### src/rtl/attn_score_scaler.sv
// Attention-score scaling stage: per-tile runtime right shift with fractional
// realignment, optional round-half-up, signed saturation and a 2-stage elastic pipe.
module attn_score_scaler #(
    parameter int WIDTH_IN       = 32,
    parameter int FRAC_WIDTH_IN  = 16,
    parameter int WIDTH_OUT      = 16,
    parameter int FRAC_WIDTH_OUT = 8,
    parameter int NUM_LANES      = 16,
    parameter int SHIFT_W        = 4,
    parameter int TILE_BEATS     = 4
) (
    input  logic                           clk,
    input  logic                           rst_n,
    input  logic [SHIFT_W-1:0]             shamt,
    input  logic                           round_mode,
    input  logic                           clear_flags,
    input  logic                           in_valid,
    output logic                           in_ready,
    input  logic [NUM_LANES*WIDTH_IN-1:0]  in_data,
    output logic                           out_valid,
    input  logic                           out_ready,
    output logic [NUM_LANES*WIDTH_OUT-1:0] out_data,
    output logic                           out_last,
    output logic                           sat_sticky
);

    localparam int D     = FRAC_WIDTH_IN - FRAC_WIDTH_OUT;
    localparam int CNT_W = (TILE_BEATS > 1) ? $clog2(TILE_BEATS) : 1;
    localparam int SW    = WIDTH_IN + 1;
    localparam logic [WIDTH_OUT-1:0] OUT_MAX = {1'b0, {(WIDTH_OUT-1){1'b1}}};
    localparam logic [WIDTH_OUT-1:0] OUT_MIN = {1'b1, {(WIDTH_OUT-1){1'b0}}};

    logic [CNT_W-1:0]              beat_cnt_r;
    logic [SHIFT_W-1:0]            cfg_shamt_r;
    logic                          cfg_round_r;
    logic                          s1_valid_r;
    logic                          s1_last_r;
    logic [NUM_LANES*SW-1:0]       s1_data_r;
    logic                          s2_valid_r;
    logic [NUM_LANES*WIDTH_OUT-1:0] out_data_r;
    logic                          out_last_r;
    logic                          sat_sticky_r;

    logic                          s1_moves_s;
    logic                          in_ready_s;
    logic                          accept_s;
    logic                          s2_load_s;
    logic                          first_beat_s;
    logic                          last_tag_s;
    logic [SHIFT_W-1:0]            eff_shamt_s;
    logic                          eff_round_s;
    logic [NUM_LANES*SW-1:0]       scaled_s;
    logic [NUM_LANES*WIDTH_OUT-1:0] sat_data_s;
    logic                          any_sat_s;

    // The add is done one bit wider than the input so the rounding bias never overflows.
    function automatic logic signed [SW-1:0] scale_lane(input logic [WIDTH_IN-1:0] x,
                                                        input logic [SHIFT_W-1:0] sh,
                                                        input logic rnd);
        logic signed [SW-1:0] ext;
        logic signed [SW-1:0] bias;
        int s;
        ext  = signed'({x[WIDTH_IN-1], x});
        bias = {SW{1'b0}};
        s    = int'(sh) + D;
        if (s >= SW) begin
            scale_lane = (rnd || !x[WIDTH_IN-1]) ? {SW{1'b0}} : {SW{1'b1}};
        end else if (rnd && (s > 32'sd0)) begin
            bias       = {{(SW-1){1'b0}}, 1'b1} << (s - 32'sd1);
            scale_lane = (ext + bias) >>> s;
        end else begin
            scale_lane = ext >>> s;
        end
    endfunction

    function automatic logic sat_hit(input logic [SW-1:0] y);
        sat_hit = !((&y[SW-1:WIDTH_OUT-1]) || !(|y[SW-1:WIDTH_OUT-1]));
    endfunction

    function automatic logic [WIDTH_OUT-1:0] sat_val(input logic [SW-1:0] y);
        if (sat_hit(y)) begin
            sat_val = y[SW-1] ? OUT_MIN : OUT_MAX;
        end else begin
            sat_val = y[WIDTH_OUT-1:0];
        end
    endfunction

    assign s1_moves_s   = !s2_valid_r || out_ready;
    assign in_ready_s   = rst_n && (!s1_valid_r || s1_moves_s);
    assign accept_s     = in_valid && in_ready_s;
    assign s2_load_s    = s1_valid_r && s1_moves_s;
    assign first_beat_s = (beat_cnt_r == {CNT_W{1'b0}});
    assign last_tag_s   = (beat_cnt_r == CNT_W'(TILE_BEATS - 1));

    assign in_ready   = in_ready_s;
    assign out_valid  = s2_valid_r;
    assign out_data   = out_data_r;
    assign out_last   = out_last_r;
    assign sat_sticky = sat_sticky_r;

    // The first beat of a tile uses the live config; later beats use the latched copy.
    always_comb begin
        eff_shamt_s = cfg_shamt_r;
        eff_round_s = cfg_round_r;
        if (first_beat_s) begin
            eff_shamt_s = shamt;
            eff_round_s = round_mode;
        end else begin
            eff_shamt_s = cfg_shamt_r;
            eff_round_s = cfg_round_r;
        end
    end

    // Stage-1 datapath: per-lane shift/round of the incoming beat.
    always_comb begin
        scaled_s = {(NUM_LANES*SW){1'b0}};
        for (int k = 0; k < NUM_LANES; k++) begin
            scaled_s[k*SW +: SW] = scale_lane(in_data[k*WIDTH_IN +: WIDTH_IN], eff_shamt_s, eff_round_s);
        end
    end

    // Stage-2 datapath: per-lane clamp and the beat-level saturation flag.
    always_comb begin
        sat_data_s = {(NUM_LANES*WIDTH_OUT){1'b0}};
        any_sat_s  = 1'b0;
        for (int k = 0; k < NUM_LANES; k++) begin
            sat_data_s[k*WIDTH_OUT +: WIDTH_OUT] = sat_val(s1_data_r[k*SW +: SW]);
            any_sat_s = any_sat_s | sat_hit(s1_data_r[k*SW +: SW]);
        end
    end

    // Tile beat counter and per-tile config latch.
    always_ff @(posedge clk or negedge rst_n) begin
        if (!rst_n) begin
            beat_cnt_r  <= {CNT_W{1'b0}};
            cfg_shamt_r <= {SHIFT_W{1'b0}};
            cfg_round_r <= 1'b0;
        end else if (accept_s) begin
            beat_cnt_r <= last_tag_s ? {CNT_W{1'b0}} : beat_cnt_r + CNT_W'(1);
            if (first_beat_s) begin
                cfg_shamt_r <= shamt;
                cfg_round_r <= round_mode;
            end
        end
    end

    // Stage-1 register: scaled lanes plus the last-beat tag.
    always_ff @(posedge clk or negedge rst_n) begin
        if (!rst_n) begin
            s1_valid_r <= 1'b0;
            s1_last_r  <= 1'b0;
            s1_data_r  <= {(NUM_LANES*SW){1'b0}};
        end else if (accept_s) begin
            s1_valid_r <= 1'b1;
            s1_last_r  <= last_tag_s;
            s1_data_r  <= scaled_s;
        end else if (s1_moves_s) begin
            s1_valid_r <= 1'b0;
        end
    end

    // Stage-2 output register and the sticky saturation flag (set beats clear).
    always_ff @(posedge clk or negedge rst_n) begin
        if (!rst_n) begin
            s2_valid_r   <= 1'b0;
            out_data_r   <= {(NUM_LANES*WIDTH_OUT){1'b0}};
            out_last_r   <= 1'b0;
            sat_sticky_r <= 1'b0;
        end else begin
            if (s2_load_s) begin
                s2_valid_r <= 1'b1;
                out_data_r <= sat_data_s;
                out_last_r <= s1_last_r;
            end else if (out_ready) begin
                s2_valid_r <= 1'b0;
            end
            if (s2_load_s && any_sat_s) begin
                sat_sticky_r <= 1'b1;
            end else if (clear_flags) begin
                sat_sticky_r <= 1'b0;
            end
        end
    end

endmodule

### config.mk
export PLATFORM = sky130hd
export DESIGN_NAME = attn_score_scaler
export DESIGN_NICKNAME = d
export VERILOG_FILES = /design/src/rtl/attn_score_scaler.sv
export SDC_FILE = /design/constraint.sdc
export NUM_CORES = 2
export LEC_CHECK = 0
export ABC_AREA = 1
export CAP_MARGIN = 40
export CELL_PAD_IN_SITES_DETAIL_PLACEMENT = 1
export CELL_PAD_IN_SITES_GLOBAL_PLACEMENT = 2
export CORE_MARGIN = 8
export CORE_UTILIZATION = 32
export DETAILED_ROUTE_END_ITERATION = 12
export PLACE_DENSITY_LB_ADDON = 0.08
export SETUP_SLACK_MARGIN = 0.02
export SYNTH_ARGS = -nofsm -noshare
export SYNTH_HDL_FRONTEND = slang
export SYNTH_SLANG_ARGS = --single-unit
### constraint.sdc
create_clock -name clk -period 6.2 [get_ports clk]
set_input_delay 0.93 -clock clk [delete_from_list [all_inputs] [get_ports clk]]
set_output_delay 0.93 -clock clk [all_outputs]
set_load 0.05 [all_outputs]
# Yosys cells after proc, flatten, opt, wreduce, memory -nomap -nowiden
# Cells that the tools add are included.
[word_totals]
regBits = 796
latchBits = 0
ramBits = 0
romBits = 0
in_bits = 522
output_inout_bits = 260
word_cells = 294
n_memories = 0
[classes]
addsub = 19
n_mul = 0
n_div = 0
order_cmp = 2
eq_ne = 1
n_shift = 33
n_mux = 89
bitwise_logic = 15
n_reduce_logical = 125
[ops]
columns = ["operator", "n"]
rows = [
  ["$mux 33", 48],
  ["$add 32x33->33", 16],
  ["$sshr 32x5->33", 16],
  ["$mux 16", 32],
  ["$sshr 33x32->33", 15],
  ["$reduce_and 18->1", 16],
  ["$reduce_or 18->1", 16],
  ["$logic_not 1->1", 50],
  ["$logic_or 1x1->1", 34],
  ["$shl 1x32->33 const A", 1],
  ["$sshr 33x5->33", 1],
  ["$or 1x1->1", 15],
  ["$mux 1", 7],
  ["$ge 5x6->1 const B", 1],
  ["$reduce_bool 2->1", 3],
  ["$sub 5x1->6 const B", 1],
  ["$add 4x4->5 const B", 1],
  ["$gt 5x1->1 const B", 1],
  ["$logic_and 1x1->1", 5],
  ["$mux 4", 1],
  ["$add 2x1->2 const B", 1],
  ["$eq 2x2->1 const B", 1],
  ["$logic_not 2->1", 1],
  ["$mux 2", 1],
]

# Logic depth before layout (Yosys ltp)
[depth]
depth_word = 21
ltp_mapped = 36
ltp_nobuf = 33

# Worst setup path before layout
# No wires, ideal clock.
[synth_path]
path_kind = "input port to flip-flop"
start = "input shamt[2]"
end = "register s1_data_r[205]"
setup_time_ns = 0.121
t_arrival_ns = 5.020
setup_slack_ns = 1.059
path_stages = 27
cell_sequence = "inv_1 nand2_1 nand2_2 clkbuf_1 clkbuf_1 buf_1 clkbuf_1 nand2_1 nor2_1 ha_1 a21oi_1 nor2_1 a211oi_1 nand2_2 nand2_1 nand2_1 nand2_1 nand2_1 or2_2 nand3_1 nand3_1 nand2_1 nand2_1 nand3_1 nand2_1 o21bai_1 nand2_1"
[synth_via]
elab_chain_cells = 8
[synth_rtl]
columns = ["element", "line", "source"]
rows = [
  ["start, declared", "14", "input logic [SHIFT_W-1:0] shamt,"],
  ["$mux 4 (*)", "105", "if (first_beat_s) begin"],
  ["$add 4x4->5 (*)", "65", "s = int'(sh) + D;"],
  ["$sub 5x1->6", "69", "bias = {{(SW-1){1'b0}}, 1'b1} << (s - 32'sd1);"],
  ["$shl 1x32->33", "69", ""],
  ["$add 32x33->33", "70", "scale_lane = (ext + bias) >>> s;"],
  ["$sshr 33x32->33", "70", ""],
  ["$mux 33", "68", "end else if (rnd && (s > 32'sd0)) begin"],
  ["$mux 33 (*)", "66", "if (s >= SW) begin"],
  ["end signal, assigned", "152", "s1_data_r <= {(NUM_LANES*SW){1'b0}};"],
  ["end signal, assigned", "156", "s1_data_r <= scaled_s;"],
  ["end, declared", "38", "logic [NUM_LANES*SW-1:0] s1_data_r;"],
]
# Every way passes the cells marked *; elsewhere a longest branch is shown, timed or not.
# A chain may end at the register's enable or synchronous reset.

# Worst setup path in the final report
[layout_path]
start = "register beat_cnt_r[0]"
end = "register s1_data_r[40]"
[layout_via]
elab_chain_cells = 9
[layout_rtl]
columns = ["element", "line", "source"]
rows = [
  ["start, declared", "33", "logic [CNT_W-1:0] beat_cnt_r;"],
  ["start signal, assigned", "135", "beat_cnt_r <= {CNT_W{1'b0}};"],
  ["start signal, assigned", "139", "beat_cnt_r <= last_tag_s ? {CNT_W{1'b0}} : beat_cnt_r + CNT_W'(1);"],
  ["$logic_not 2->1 (*)", "92", "assign first_beat_s = (beat_cnt_r == {CNT_W{1'b0}});"],
  ["$mux 4", "105", ""],
  ["$add 4x4->5", "65", ""],
  ["$sub 5x1->6", "69", ""],
  ["$shl 1x32->33", "69", ""],
  ["$add 32x33->33", "70", ""],
  ["$sshr 33x32->33", "70", ""],
  ["$mux 33", "68", ""],
  ["$mux 33 (*)", "66", ""],
]
# Marked as above.

==> summary.md <==
| Metric | Value |
|---|---|
| Clock transition time at the flip-flop clock pins of the worst setup and hold paths | `0.06 ns` |
| Initial standard-cell utilization of the core | `0.321` |
| Post-cts sizing count | `0` |
| Largest area contributor in the netlist | `sky130_fd_sc_hd__dfrtp_1` |
| # hold bufs at CTS | `0` |
| Endpoint kind of the worst setup timing path | `flop` |
| Gp weighted congestion | `0.987` |
| Die Outline Area | `295000 um^2` |
| Largest buffer count on any clock path | `3` |
| Count of H-tree levels built during CTS | `3` |
| Setup violations, final | `0` |
| Count of cells along the worst register-to-register path | `27` |
| Global-route wire length before repair | `around 760000 um` |
| Cell count after synthesis | `between 10000 and 15000` |
| Min cycle time layout | `5.94 ns` |
| Buffer type at the clock tree root | `sky130_fd_sc_hd__clkbuf_16` |
| Power dissipated by switching net loads | `41.8 mW` |
| Chip Height | `around 540 um` |
| Cells after DPL | `19000` |
| Part of the cycle the worst path needs | `0.958` |
| Req. time, crit path | `6.84 ns` |
| Cell Int Power | `25.6 mW` |
| Maximum number of pins on one net before global-route repair | `around 180` |
| Switching power share of the total | `0.620` |
| End of the worst register-to-register path | `s1_data_r[40]$_DFFE_PN0P_` |
| Top post-synthesis cells by area | `sky130_fd_sc_hd__dfrtp_1 22%, sky130_fd_sc_hd__nand2_1 19%, sky130_fd_sc_hd__nand3_1 13%` |
| CTS buffer count | `96` |
| Final std cells w/o fill | `19200` |
| Estimated wirelength of the detail-placed design | `424000 um` |
| Worst R2R Start | `beat_cnt_r[0]$_DFFE_PN0P_` |
| IR drop worst, VDD | `462 uV` |
| FF-to-FF setup slack | `between 0.2 and 0.3 ns` |
| Slew at the pin with the worst max-slew slack | `1.06 ns` |
| DR pass1 iterations | `6` |
| Fraction of power consumed by the clock network | `0.090` |
| Max-slew violation count | `0` |
| Via total after detailed routing | `around 110k` |
| Remaining max-slew budget at the tightest pin | `0.297` |
| Post-synth design cell area | `88800 um^2` |
| Register bit total from synthesis | `796` |
| Primary FF master, synth | `sky130_fd_sc_hd__dfrtp_1` |
| Final TNS setup | `0 ns` |
| Crit Path Category | `reg2reg` |
| Final ANT Viol Nets | `0` |
| Startpoint class of the critical path | `flop` |
| Count of boundary I/O pins | `782` |
| Clock sink total | `796` |
| Post-Route Skew | `0.0351 ns` |
| Nets@finish | `16300` |
| Share of the synthesized area in the top cell type | `0.224` |
| Hold violation total from the final report | `0` |
| Post-synth cell types | `64` |
| Area added between synthesis and finish | `17.5%` |
| Filler instances | `36500` |
| Leakage | `about 50 nW` |
| Fraction of layout cells with a size suffix above 1 | `0.0508` |
| Routed vias/inst | `5.76` |
| Grt ovf | `0` |
| Termination of the worst setup path | `s1_data_r[40]$_DFFE_PN0P_` |
| Top post-synthesis cells by count | `4516 x sky130_fd_sc_hd__nand2_1, 2305 x sky130_fd_sc_hd__nand3_1, 1355 x sky130_fd_sc_hd__o21ai_0, 1109 x sky130_fd_sc_hd__inv_1, 951 x sky130_fd_sc_hd__nor2_1` |
| Unrepaired setup endpoints after global routing | `no` |
| Most numerous cell in the Yosys netlist | `sky130_fd_sc_hd__nand2_1` |
| Hold WC Path Type | `in2async` |
| Number of global-route vias before repair | `about 110k` |
| Fraction of power consumed by combinational cells | `0.749` |
| Number of warnings issued by yosys | `0` |
| Utilization of the core after routing | `0.378` |
| Post-synth EDFFs | `0` |
| Number of max-cap violations | `0` |
| Sequential cell area fraction in the yosys report | `0.224` |
| Origin of the worst setup path | `beat_cnt_r[0]$_DFFE_PN0P_` |
| Fraction of registers with async set/reset | `1.00` |
| Critical path arrival | `about 6.6 ns` |
| Fmax | `168 MHz` |
| Final wirelength | `530000 um` |
| Total track usage | `0.344` |
| DR iter-0 viols | `around 11000` |
| DRC Markers | `0` |
| CTS tree | `yes` |
| Power per cell area | `~650 nW/um^2` |
| Routed wire per std cell | `27.6 um` |
| Port Buffer Count | `between 600 and 700` |
| Seq pwr share | `0.161` |
| Initial antenna violation count | `63` |
| Area of the core | `roughly 280000 um^2` |
| Clk_lat worst skew | `slightly below 0.8 ns` |
| Die width | `543 um` |
| Number of standard-cell rows in the floorplan | `~190` |
| Final Power | `around 67 mW` |
| Mean instance size in the synthesized netlist | `5.92 um^2` |
| Largest fanout of any net on the critical path | `23` |
| Number of buffers inserted by post-CTS setup repair | `0` |
| Run status | `finished, final reports clean` |
-- state kept, by name, summed over array words and instances (netlist names) --
name	flops
s1_valid_r	1
out_valid	1
beat_cnt_r	2
out_last	1
s1_data_r	528
s1_last_r	1
out_data	256
cfg_shamt_r	4
cfg_round_r	1
sat_sticky	1
-- power by group through the flow --
stage                     Clock [mW]  Combinational [mW]  Sequential, mW
after global routing            6.35                54.6            11.0
after CTS                       6.21                49.4            10.6
final                           6.09                50.4            10.8
after detailed placement           0                49.2            10.7
after global placement             0                48.6            10.6
after floorplan                    0                29.5            11.3
-- per-layer routing --
metal / global-route usage / up-vias / wire length (um)
met5: 0 / - / 83
met4: 0.0949 / 14 / 16300
met3: 0.0825 / 606 / 49000
met2: 0.478 / 3982 / 207000
met1: 0.522 / 54700 / 257000
li1: - / 51200 / -
-- per-stage QoR --
step | setup WS (ns) | hold WS [ns] | cell area [um^2]
final | 0.261 | 0.142 | 104000
after global routing | 0.0705 | 0.164 | 104000
after CTS | 0.337 | 0.124 | 104000
after detailed placement | 0.0529 | 0.467 | 101000
after global placement | 0.152 | 0.465 | 101000
after floorplan | 1.06 | 0.449 | 89300
-- worst min-delay path by stage --
| stage | from | endpoint | slack, ns | depth (start not counted) |
|---|---|---|---|---|
| global route | rst_n | s1_data_r[521]$_DFFE_PN0P_ | 0.16 | 1 |
| global placement | s1_data_r[170]$_DFFE_PN0P_ | s1_data_r[170]$_DFFE_PN0P_ | 0.46 | 2 |
| finish | rst_n | s1_data_r[521]$_DFFE_PN0P_ | 0.14 | 1 |
| floorplan | s1_data_r[204]$_DFFE_PN0P_ | s1_data_r[204]$_DFFE_PN0P_ | 0.45 | 2 |
| CTS | rst_n | out_data[251]$_DFFE_PN0P_ | 0.12 | 1 |
| detailed placement | s1_data_r[403]$_DFFE_PN0P_ | s1_data_r[403]$_DFFE_PN0P_ | 0.47 | 2 |
-- critical path, cell delays in order, from the launching register on --
cell                      delay [ns]
sky130_fd_sc_hd__dfrtp_1        0.38
sky130_fd_sc_hd__inv_1          0.10
sky130_fd_sc_hd__ha_1           0.64
sky130_fd_sc_hd__inv_4          0.12
sky130_fd_sc_hd__nand2_2        0.15
sky130_fd_sc_hd__nand2_8        0.17
sky130_fd_sc_hd__nor2_4         0.41
sky130_fd_sc_hd__nand2_1        0.35
sky130_fd_sc_hd__nor2_4         0.22
sky130_fd_sc_hd__buf_12         0.32
sky130_fd_sc_hd__ha_1           0.37
sky130_fd_sc_hd__a21o_1         0.20
sky130_fd_sc_hd__nor2_1         0.22
sky130_fd_sc_hd__o21ai_0        0.24
sky130_fd_sc_hd__a21oi_1        0.16
sky130_fd_sc_hd__o21ai_0        0.18
sky130_fd_sc_hd__or2_2          0.33
sky130_fd_sc_hd__nand2_1        0.08
sky130_fd_sc_hd__nand2_1        0.07
sky130_fd_sc_hd__nand3_1        0.15
sky130_fd_sc_hd__nand2_1        0.10
sky130_fd_sc_hd__nand2_1        0.08
sky130_fd_sc_hd__nand2_1        0.07
sky130_fd_sc_hd__nand2_1        0.07
sky130_fd_sc_hd__nand3_1        0.16
sky130_fd_sc_hd__nand2_1        0.13
sky130_fd_sc_hd__buf_4          0.16
sky130_fd_sc_hd__nand2_1        0.06
-- cells by family (layout without fill, tap and decap cells) --
family,count (synthesis),after routing,synth area share
and+or+nand+nor,8528,8528,0.414
AOI/OAI and AO/OA,3091,3091,0.196
buffers and inverters,1918,2257,0.0821
DFF,796,796,0.224
adders and majority gates,388,388,0.0547
xor gates and xnor gates,164,164,0.0166
muxes,107,107,0.0121
other,1,162,0.0000422
-- cell type report --
| type | count | area, um^2 | area share |
|---|---|---|---|
| multi-input combinational | 12400 | 62400 | 0.598 |
| inverter | 1124 | 4260 | 0.0408 |
| sequential | 796 | 19900 | 0.191 |
| clock buffer | 127 | 2670 | 0.0256 |
| timing repair buffer | 960 | 9800 | 0.0940 |
| tap | 3705 | 4640 | 0.0444 |
| clock inverter | 46 | 626 | 0.00600 |
| antenna | 17 | 42.5 | 0.000408 |
-- cell usage in the layout (no fill, tap or decap), types with 55 or more instances in the layout --
master	n
sky130_fd_sc_hd__o21a_1	68
sky130_fd_sc_hd__o21ai_1	72
sky130_fd_sc_hd__nor2_1	930
sky130_fd_sc_hd__a21oi_1	900
sky130_fd_sc_hd__ha_1	388
sky130_fd_sc_hd__inv_1	1105
sky130_fd_sc_hd__nand4_1	92
sky130_fd_sc_hd__dfrtp_1	796
sky130_fd_sc_hd__mux2i_1	107
sky130_fd_sc_hd__o211ai_1	179
sky130_fd_sc_hd__a21boi_1	135
sky130_fd_sc_hd__clkdlybuf4s50_1	675
sky130_fd_sc_hd__nand3_1	2305
sky130_fd_sc_hd__nand3b_1	55
sky130_fd_sc_hd__conb_1	145
sky130_fd_sc_hd__o21ai_0	1354
sky130_fd_sc_hd__a31oi_1	86
sky130_fd_sc_hd__a21o_1	60
sky130_fd_sc_hd__buf_4	215
sky130_fd_sc_hd__nor4_1	118
sky130_fd_sc_hd__clkbuf_16	96
sky130_fd_sc_hd__buf_12	59
sky130_fd_sc_hd__or2_2	214
sky130_fd_sc_hd__xor2_1	121
sky130_fd_sc_hd__o221ai_1	56
sky130_fd_sc_hd__nor3_1	192
sky130_fd_sc_hd__nand2_1	4511
(Power assumes the default switching activity.)
